**src/rtl/sat_adjust_ramp_ctrl.sv**
```systemverilog
// Frame-synchronous ramp of the saturation-adjust word toward a host target; output moves one edge after an accepted EOF.
// Purely observational on the pixel stream: snoops valid/ready/user and never applies backpressure.
module sat_adjust_ramp_ctrl #(
    parameter int EOF_BIT = 1,
    parameter int TIMEOUT = 5_000_000,
    parameter int TO_W    = 23,
    parameter int FCNT_W  = 16
) (
    input  logic              clk,
    input  logic              reset,
    input  logic              cfg_we,
    input  logic [7:0]        cfg_target,
    input  logic [6:0]        cfg_step,
    input  logic              cfg_enable,
    input  logic              mon_valid,
    input  logic              mon_ready,
    input  logic [7:0]        mon_user,
    output logic [7:0]        isp_adjustment,
    output logic              ramp_busy,
    output logic              timeout_pulse,
    output logic [FCNT_W-1:0] frame_count
);

    typedef enum logic [1:0] {
        IDLE = 2'd0,
        HOLD = 2'd1,
        RAMP = 2'd2
    } state_t;

    state_t             state_q, state_d;
    logic signed [7:0]  cur_q, cur_d;
    logic signed [7:0]  tgt_q, tgt_d;
    logic [TO_W-1:0]    wd_q, wd_d;
    logic [7:0]         isp_q, isp_d;
    logic               busy_q, busy_d;
    logic               pulse_q, pulse_d;
    logic [FCNT_W-1:0]  fcnt_q, fcnt_d;

    logic               eof_evt;
    logic signed [7:0]  eff;
    logic signed [7:0]  tgt_mag;
    logic signed [8:0]  diff;
    logic [8:0]         diff_mag;
    logic signed [7:0]  stepped;
    logic [7:0]         cur_neg;

    assign eof_evt = mon_valid & mon_ready & mon_user[EOF_BIT];
    assign eff     = cfg_enable ? tgt_q : 8'sd0;
    assign tgt_mag = signed'({1'b0, cfg_target[6:0]});

    // 9-bit difference so that +127 - (-127) cannot wrap.
    assign diff     = {eff[7], eff} - {cur_q[7], cur_q};
    assign diff_mag = diff[8] ? 9'(-diff) : 9'(diff);

    always_comb begin
        stepped = eff;
        if (cfg_step != 7'd0 && diff_mag > {2'b00, cfg_step}) begin
            if (diff[8]) begin
                stepped = cur_q - signed'({1'b0, cfg_step});
            end else begin
                stepped = cur_q + signed'({1'b0, cfg_step});
            end
        end
    end

    always_comb begin
        state_d = state_q;
        cur_d   = cur_q;
        tgt_d   = cfg_we ? (cfg_target[7] ? tgt_mag : -tgt_mag) : tgt_q;
        wd_d    = '0;
        pulse_d = 1'b0;
        fcnt_d  = fcnt_q + {{(FCNT_W-1){1'b0}}, eof_evt};

        case (state_q)
            IDLE, HOLD: begin
                if (eff != cur_q) begin
                    state_d = RAMP;
                end else if (!cfg_enable && eff == 8'sd0) begin
                    state_d = IDLE;
                end else begin
                    state_d = HOLD;
                end
            end
            RAMP: begin
                // An EOF in the same cycle as watchdog expiry wins: normal step, no pulse.
                if (eof_evt) begin
                    cur_d = stepped;
                end else if (wd_q == TO_W'(TIMEOUT - 1)) begin
                    cur_d   = eff;
                    pulse_d = 1'b1;
                end else begin
                    wd_d = wd_q + 1'b1;
                end
                if (cur_d == eff) begin
                    state_d = (!cfg_enable && eff == 8'sd0) ? IDLE : HOLD;
                end
            end
            default: begin
                state_d = IDLE;
            end
        endcase

        cur_neg = 8'(-cur_d);
        if (cur_d[7]) begin
            isp_d = {1'b0, cur_neg[6:0]};
        end else if (cur_d == 8'sd0) begin
            isp_d = 8'h00;
        end else begin
            isp_d = {1'b1, cur_d[6:0]};
        end
        busy_d = (state_d == RAMP);
    end

    always_ff @(posedge clk) begin
        if (reset) begin
            state_q <= IDLE;
            cur_q   <= 8'sd0;
            tgt_q   <= 8'sd0;
            wd_q    <= '0;
            isp_q   <= 8'h00;
            busy_q  <= 1'b0;
            pulse_q <= 1'b0;
            fcnt_q  <= '0;
        end else begin
            state_q <= state_d;
            cur_q   <= cur_d;
            tgt_q   <= tgt_d;
            wd_q    <= wd_d;
            isp_q   <= isp_d;
            busy_q  <= busy_d;
            pulse_q <= pulse_d;
            fcnt_q  <= fcnt_d;
        end
    end

    assign isp_adjustment = isp_q;
    assign ramp_busy      = busy_q;
    assign timeout_pulse  = pulse_q;
    assign frame_count    = fcnt_q;

endmodule

```
**config.mk**
```make
export PLATFORM = sky130hd
export DESIGN_NAME = sat_adjust_ramp_ctrl
export DESIGN_NICKNAME = d
export VERILOG_FILES = /design/src/rtl/sat_adjust_ramp_ctrl.sv
export SDC_FILE = /design/constraint.sdc
export NUM_CORES = 1
export LEC_CHECK = 0
export CORE_ASPECT_RATIO = 1.4
export CORE_MARGIN = 2
export CORE_UTILIZATION = 50
export DETAILED_ROUTE_END_ITERATION = 10
export HOLD_SLACK_MARGIN = 0.02
export PLACE_DENSITY = 0.76
export SKIP_LAST_GASP = 1
export SYNTH_ARGS = -nofsm -noshare
export SYNTH_HDL_FRONTEND = slang
export SYNTH_SLANG_ARGS = --single-unit
```
**constraint.sdc**
```tcl
create_clock -name clk -period 6.85 [get_ports clk]
set_input_delay 2.055 -clock clk [delete_from_list [all_inputs] [get_ports clk]]
set_output_delay 2.055 -clock clk [all_outputs]
set_load 0.05 [all_outputs]
```
Yosys cells after proc, flatten, opt, wreduce, memory -nomap -nowiden
Cells that the tools add are included.

word-level totals
  flip-flop bits (word level) = 67
  input bits = 29
  output and inout bits = 26

operators by class
  $add $sub $neg = 8
  magnitude comparators = 1
  equality and inequality tests = 6
  muxes and demuxes = 16
  bitwise operators = 3
  reductions and logical operators = 11

operators by type and width
  kind                   number
  $mux 8                 9
  $add 23x1->23 const B  1
  $eq 23x23->1 const B   1
  $add 16x1->16          1
  $logic_not 8->1        2
  $gt 9x7->1             1
  $mux 9                 1
  $neg 9->9              1
  $sub 8x8->9            1
  $add 8x8->8            1
  $eq 8x8->1             1
  $ne 8x8->1             1
  $neg 7->8              1
  $sub 8x8->8            1
  $mux 7                 1
  $neg 7->7              1
  $reduce_bool 7->1      1
  $eq 2x2->1 const B     2
  $mux 2                 2
  $pmux 2 s2             1
  $reduce_or 2->1        2
  $reduce_or 4->1        1
  $reduce_or 3->1        1
  $and 1x1->1            2
  6 further kinds        8

Depth between registers and ports, before layout
  word-level depth = 13
  depth in mapped cells = 28

Worst setup path after synthesis
Ideal clock, no wire load.

  path kind = input -> register
  start point = input port cfg_enable
  end point = register isp_q[5] (netlist: isp_adjustment[5])
  setup time = 0.121 ns
  arrival time = 6.528 ns
  required time = 6.729 ns
  setup slack = 0.201 ns
  cell stages on the path = 25
  buffers on the path = 3
  cells stage by stage = clkbuf_1 -> nand2_1 -> ha_1 -> inv_1 -> ha_1 -> a21o_1 -> a21oi_1 -> a21oi_1 -> o41ai_1 -> buf_2 -> nand2_1 -> o21ai_0 -> ha_1 -> nor2b_1 -> o21a_1 -> o21a_1 -> o21ai_0 -> a21oi_1 -> or2_4 -> o211ai_2 -> nor3_1 -> or3_1 -> clkbuf_1 -> a31oi_1 -> mux2_2

between the ends
  cells in the longest elaborated chain, start to end = 13

ends and longest elaborated chain
  what                                                               line  source
  from (decl)                                                        14    input logic cfg_enable,
  $mux 8 *                                                           48    assign eff = cfg_enable ? tgt_q : 8'sd0;
  $sub 8x8->9                                                        52    assign diff = {eff[7], eff} - {cur_q[7], cur_q};
  $neg 9->9                                                          53    assign diff_mag = diff[8] ? 9'(-diff) : 9'(diff);
  $mux 9                                                             53
  $gt 9x7->1                                                         57    if (cfg_step != 7'd0 && diff_mag > {2'b00, cfg_step}) begin
  $logic_and 1x1->1                                                  57
  $mux 8                                                             57
  $mux 8 *                                                           86    if (eof_evt) begin
  $mux 8 * (2 in series)                                             74    case (state_q)
  parallel branches: the longest is 2 deep, another holds $neg 7->7  --
  $mux 7 *                                                           104   if (cur_d[7]) begin
  to (signal assigned)                                               129   isp_q <= isp_d;
  to (decl)                                                          34    logic [7:0] isp_q, isp_d;

Every way passes the cells marked *. The select of a mux whose other input is x is not followed.
A chain may end at the register's enable or synchronous reset.

Final worst setup path
Ends and elaborated chain as after synthesis.

==> results.py <==
metrics = {
    "job": {
        "max_cap_violations": 0,
    },
    "yosys": {
        "avgSynthCellArea_um2": 7.77,
        "netlist_area_um2": 4560,
        "synth-simple-area-share_pct": 26.0,
        "synth_flop_cell": "dfxtp_1",
        "synth-async-reset-ratio_pct": 0,
        "ys_seq_elements": 67,
        "synthXorXnorAreaFrac_pct": 13.5,
        "synth_edf_count": 0,
        "synth_seq_area_share_pct": 29.4,
        "synth_top_area_share_pct": 29.4,
        "synth_mux_area_share_pct": 1.56,
        "yosysUniqueCellTypes": 64,
        "syn_inst": 587,
        "synthAdderAreaFrac_pct": 7.85,
        "synth_nets": 644,
        "yosys-top-cells-area": "dfxtp_1, xnor2_1, nor2_1",
        "yosysTopAreaCell": "dfxtp_1",
        "synth_top_family_by_area": "simple AND/OR/NAND/NOR gates",
        "synth_warnings": 0,
        "synth_compound_area_share_pct": 16.9,
    },
    "outcome": {
        "status": "completed",
    },
    "layout": {
        "drive_gt1_share_pct": 14.0,
        "fillers": 738,
        "diodes": 0,
        "fin_util_pct": 66.6,
        "nets": 739,
        "final_common_cell": "nor2_1",
        "area_growth_pct": 30.5,
        "layout_common_cells": "nor2_1, dfxtp_1, buf_4",
    },
    "global_routing": {
        "grt_max_degree": 45,
        "grt_pass1_wl_mm": 20.3,
        "grt-ovfl-total": 0,
        "grt_usage_pct": 25.6,
        "grt_pass1_vias": 4534,
        "antenna_found_initial": 0,
    },
    "hold_path": {
        "hold_path.class": "reg2reg",
        "min_path_cells": 1,
        "min_from": "wd_q[0]",
    },
    "timing": {
        "maxSlewViolCount": 0,
        "maxSlewHeadroom_pct": 47.3,
        "rsz0062_at_grt": "no",
        "final.min_clock_period_ns": 6.58,
        "fin_skew_ns": 0.00318,
        "max_freq_ghz": 0.152,
        "fin_crit_sh_pct": 96.0,
        "worst_pin_slew_ns": 0.791,
        "finalHoldViolations": 0,
        "finalSetupViolCount": 0,
    },
    "cts": {
        "clk_path_buf_depth": 2,
        "cts_tree": "built",
        "cts-htree-levels": 3,
        "ctsHoldBuffers": 0,
        "cts.sinks": 67,
        "cts_buffers": 9,
        "clk_pin_slew_ns": 0.05,
        "clock-root-buffer": "clkbuf_16",
        "clkLatencyLatePin_ns": 0.33,
    },
    "critical_path": {
        "cp-end-kind": "register",
        "start_kind": "input pin",
        "cp_num_cells": 25,
        "cp_max_fo": 5,
        "rr_worst_depth": 23,
        "crit-reg2reg-launch": "cur_q[1]",
        "cp_top_family": "compound AO/OA/AOI/OAI gates",
        "path_class": "in2reg",
        "max_stage_delay_ns": 0.35,
        "cp.required_ns": 7.07,
        "crit_buf_inv": 3,
        "slowest_stage": "mux2_2",
        "cp.arrival_ns": 6.79,
        "critPathLaunch": "cfg_enable",
    },
    "die": {
        "die-area_um2": 9910,
        "initial_core_util_pct": 51.1,
        "core-area_um2": 8930,
        "die_h_um": 117,
        "num_io_pins": 55,
        "dieWidth_um": 84.7,
        "rows": 41,
    },
    "routing": {
        "routed_wl_mm": 12.3,
        "post_drt_wl_per_cell_um": 15.5,
        "dr.pass1.iters": 5,
        "vias": 4525,
        "drtIter0Drc": 254,
        "drc_errors": 0,
        "ant_nets": 0,
        "vias_per_cell": 5.70,
    },
    "power_and_ir_drop": {
        "p_per_area_nw_per_um2": 260,
        "p_total_mw": 1.55,
        "leakagePower_nw": 2.37,
        "peakVddDrop_v": 0.000292,
    },
    "placed_design": {
        "io_buffers": 47,
        "dpl.hpwl_mm": 9.49,
        "gp_congestion": 0.921,
    },
}
-- area by class of cell --
type	instances	area, um^2	share of cell area (%)
Multi-Input combinational cell	462	3050	51.3
Tap cell	107	134	2.25
Clock inverter	6	136	2.29
Inverter	36	135	2.27
Clock buffer	10	239	4.02
Sequential cell	67	1340	22.5
Timing Repair Buffer	106	912	15.3
-- sequential cells by signal, summed over array words and instances (netlist names) --
signal	flops
ramp_busy	1
tgt_q	8
state_q	2
isp_adjustment	8
timeout_pulse	1
wd_q	23
cur_q	8
frame_count	16
-- cell families after synthesis --
group / count (synthesis)
xor+xnor: 70
compound gates: 113
simple gates: 244
buf+inv: 58
fa+ha+maj: 28
flops: 67
mux: 7
-- where the power goes --
group          internal [mW]  leakage [nW]  switching, mW
clock network          0.402         0.179          0.167
registers              0.405         0.543         0.0138
logic                  0.271          1.65          0.291
-- layer usage --
metal | vias to the layer above | part of all wire, % | GRT usage, %
met2 | 134 | 53 | 49.4
met4 | 0 | 4.3 | 14.6
met5 | - | 0 | 0
li1 | 2244 | - | -
met1 | 2108 | 39 | 26.0
met3 | 39 | 4.1 | 3.86
-- final timing paths --
path         slack [ns]                 to
max reg2reg        1.86  isp_adjustment[5]
max                0.27  isp_adjustment[5]
min reg2reg        0.46            wd_q[0]
min                0.46            wd_q[0]
-- synth_stat cells, types with 2 or more instances --
library cell  instances
a22oi_1               6
or3_1                 9
o32ai_1               2
o21a_1                5
a211oi_1              6
xor2_1               28
a21boi_0              3
inv_1                36
nand2b_1              5
nand3_1              29
and3_1               10
nor4_1                5
a31oi_1               4
o31ai_1               3
mux2i_1               6
nor2_1               91
buf_2                 2
o2111ai_1             3
nor3_1               17
a21o_1                5
nand2_1              35
a21oi_1              27
ha_1                 27
and2_4                2
nand4_1              12
dfxtp_1              67
buf_1                 2
o31a_1                2
and2_1                5
o211ai_1              4
nor2b_1              15
a311oi_1              2
clkbuf_1             17
nand3b_1              2
o21ai_0              23
xnor2_1              42
-- worst register-to-register path: stages (launching register included) --
cell and delay, ns:
dfxtp_1 0.58, xnor2_1 0.17, ha_1 0.24, a21o_1 0.19, o21ai_0 0.16, a21oi_2 0.13
o41ai_2 0.32, buf_4 0.18, nand2_1 0.05, o21ai_0 0.09, ha_1 0.28, nor2b_1 0.14
o21a_1 0.17, o21a_1 0.18, o21ai_2 0.13, a21oi_1 0.10, or2_4 0.27, o21ai_4 0.19
buf_4 0.18, mux2i_2 0.26, and2_1 0.19, a21oi_1 0.13, a31oi_1 0.21, mux2_2 0.35
-- metrics by stage --
step / hold slack, ns / instances / instance area (um^2) / TNS (ns) / setup WS [ns]
2_1_floorplan: 0.426 / 587 / 4560 / 0 / 0.201
3_3_place_gp: 0.437 / 776 / 5500 / -3.33 / -0.439
3_5_place_dp: 0.451 / 776 / 5500 / -4.18 / -0.483
4_1_cts: 0.463 / 792 / 5890 / 0 / 0.190
5_1_grt: 0.499 / 794 / 5950 / 0 / 0.0153
6_report: 0.461 / 794 / 5950 / 0 / 0.273
-- timing repair --
| action | in CTS | in global routing |
|---|---|---|
| buffers inserted | 0 | 2 |
| pin swaps | 2 | 5 |
| gates resized for setup | 6 | 10 |
| setup endpoints to repair | 10 | 11 |
| endpoints found under the hold margin | 0 | 0 |
Note: power is estimated with default switching activity, not from simulation.
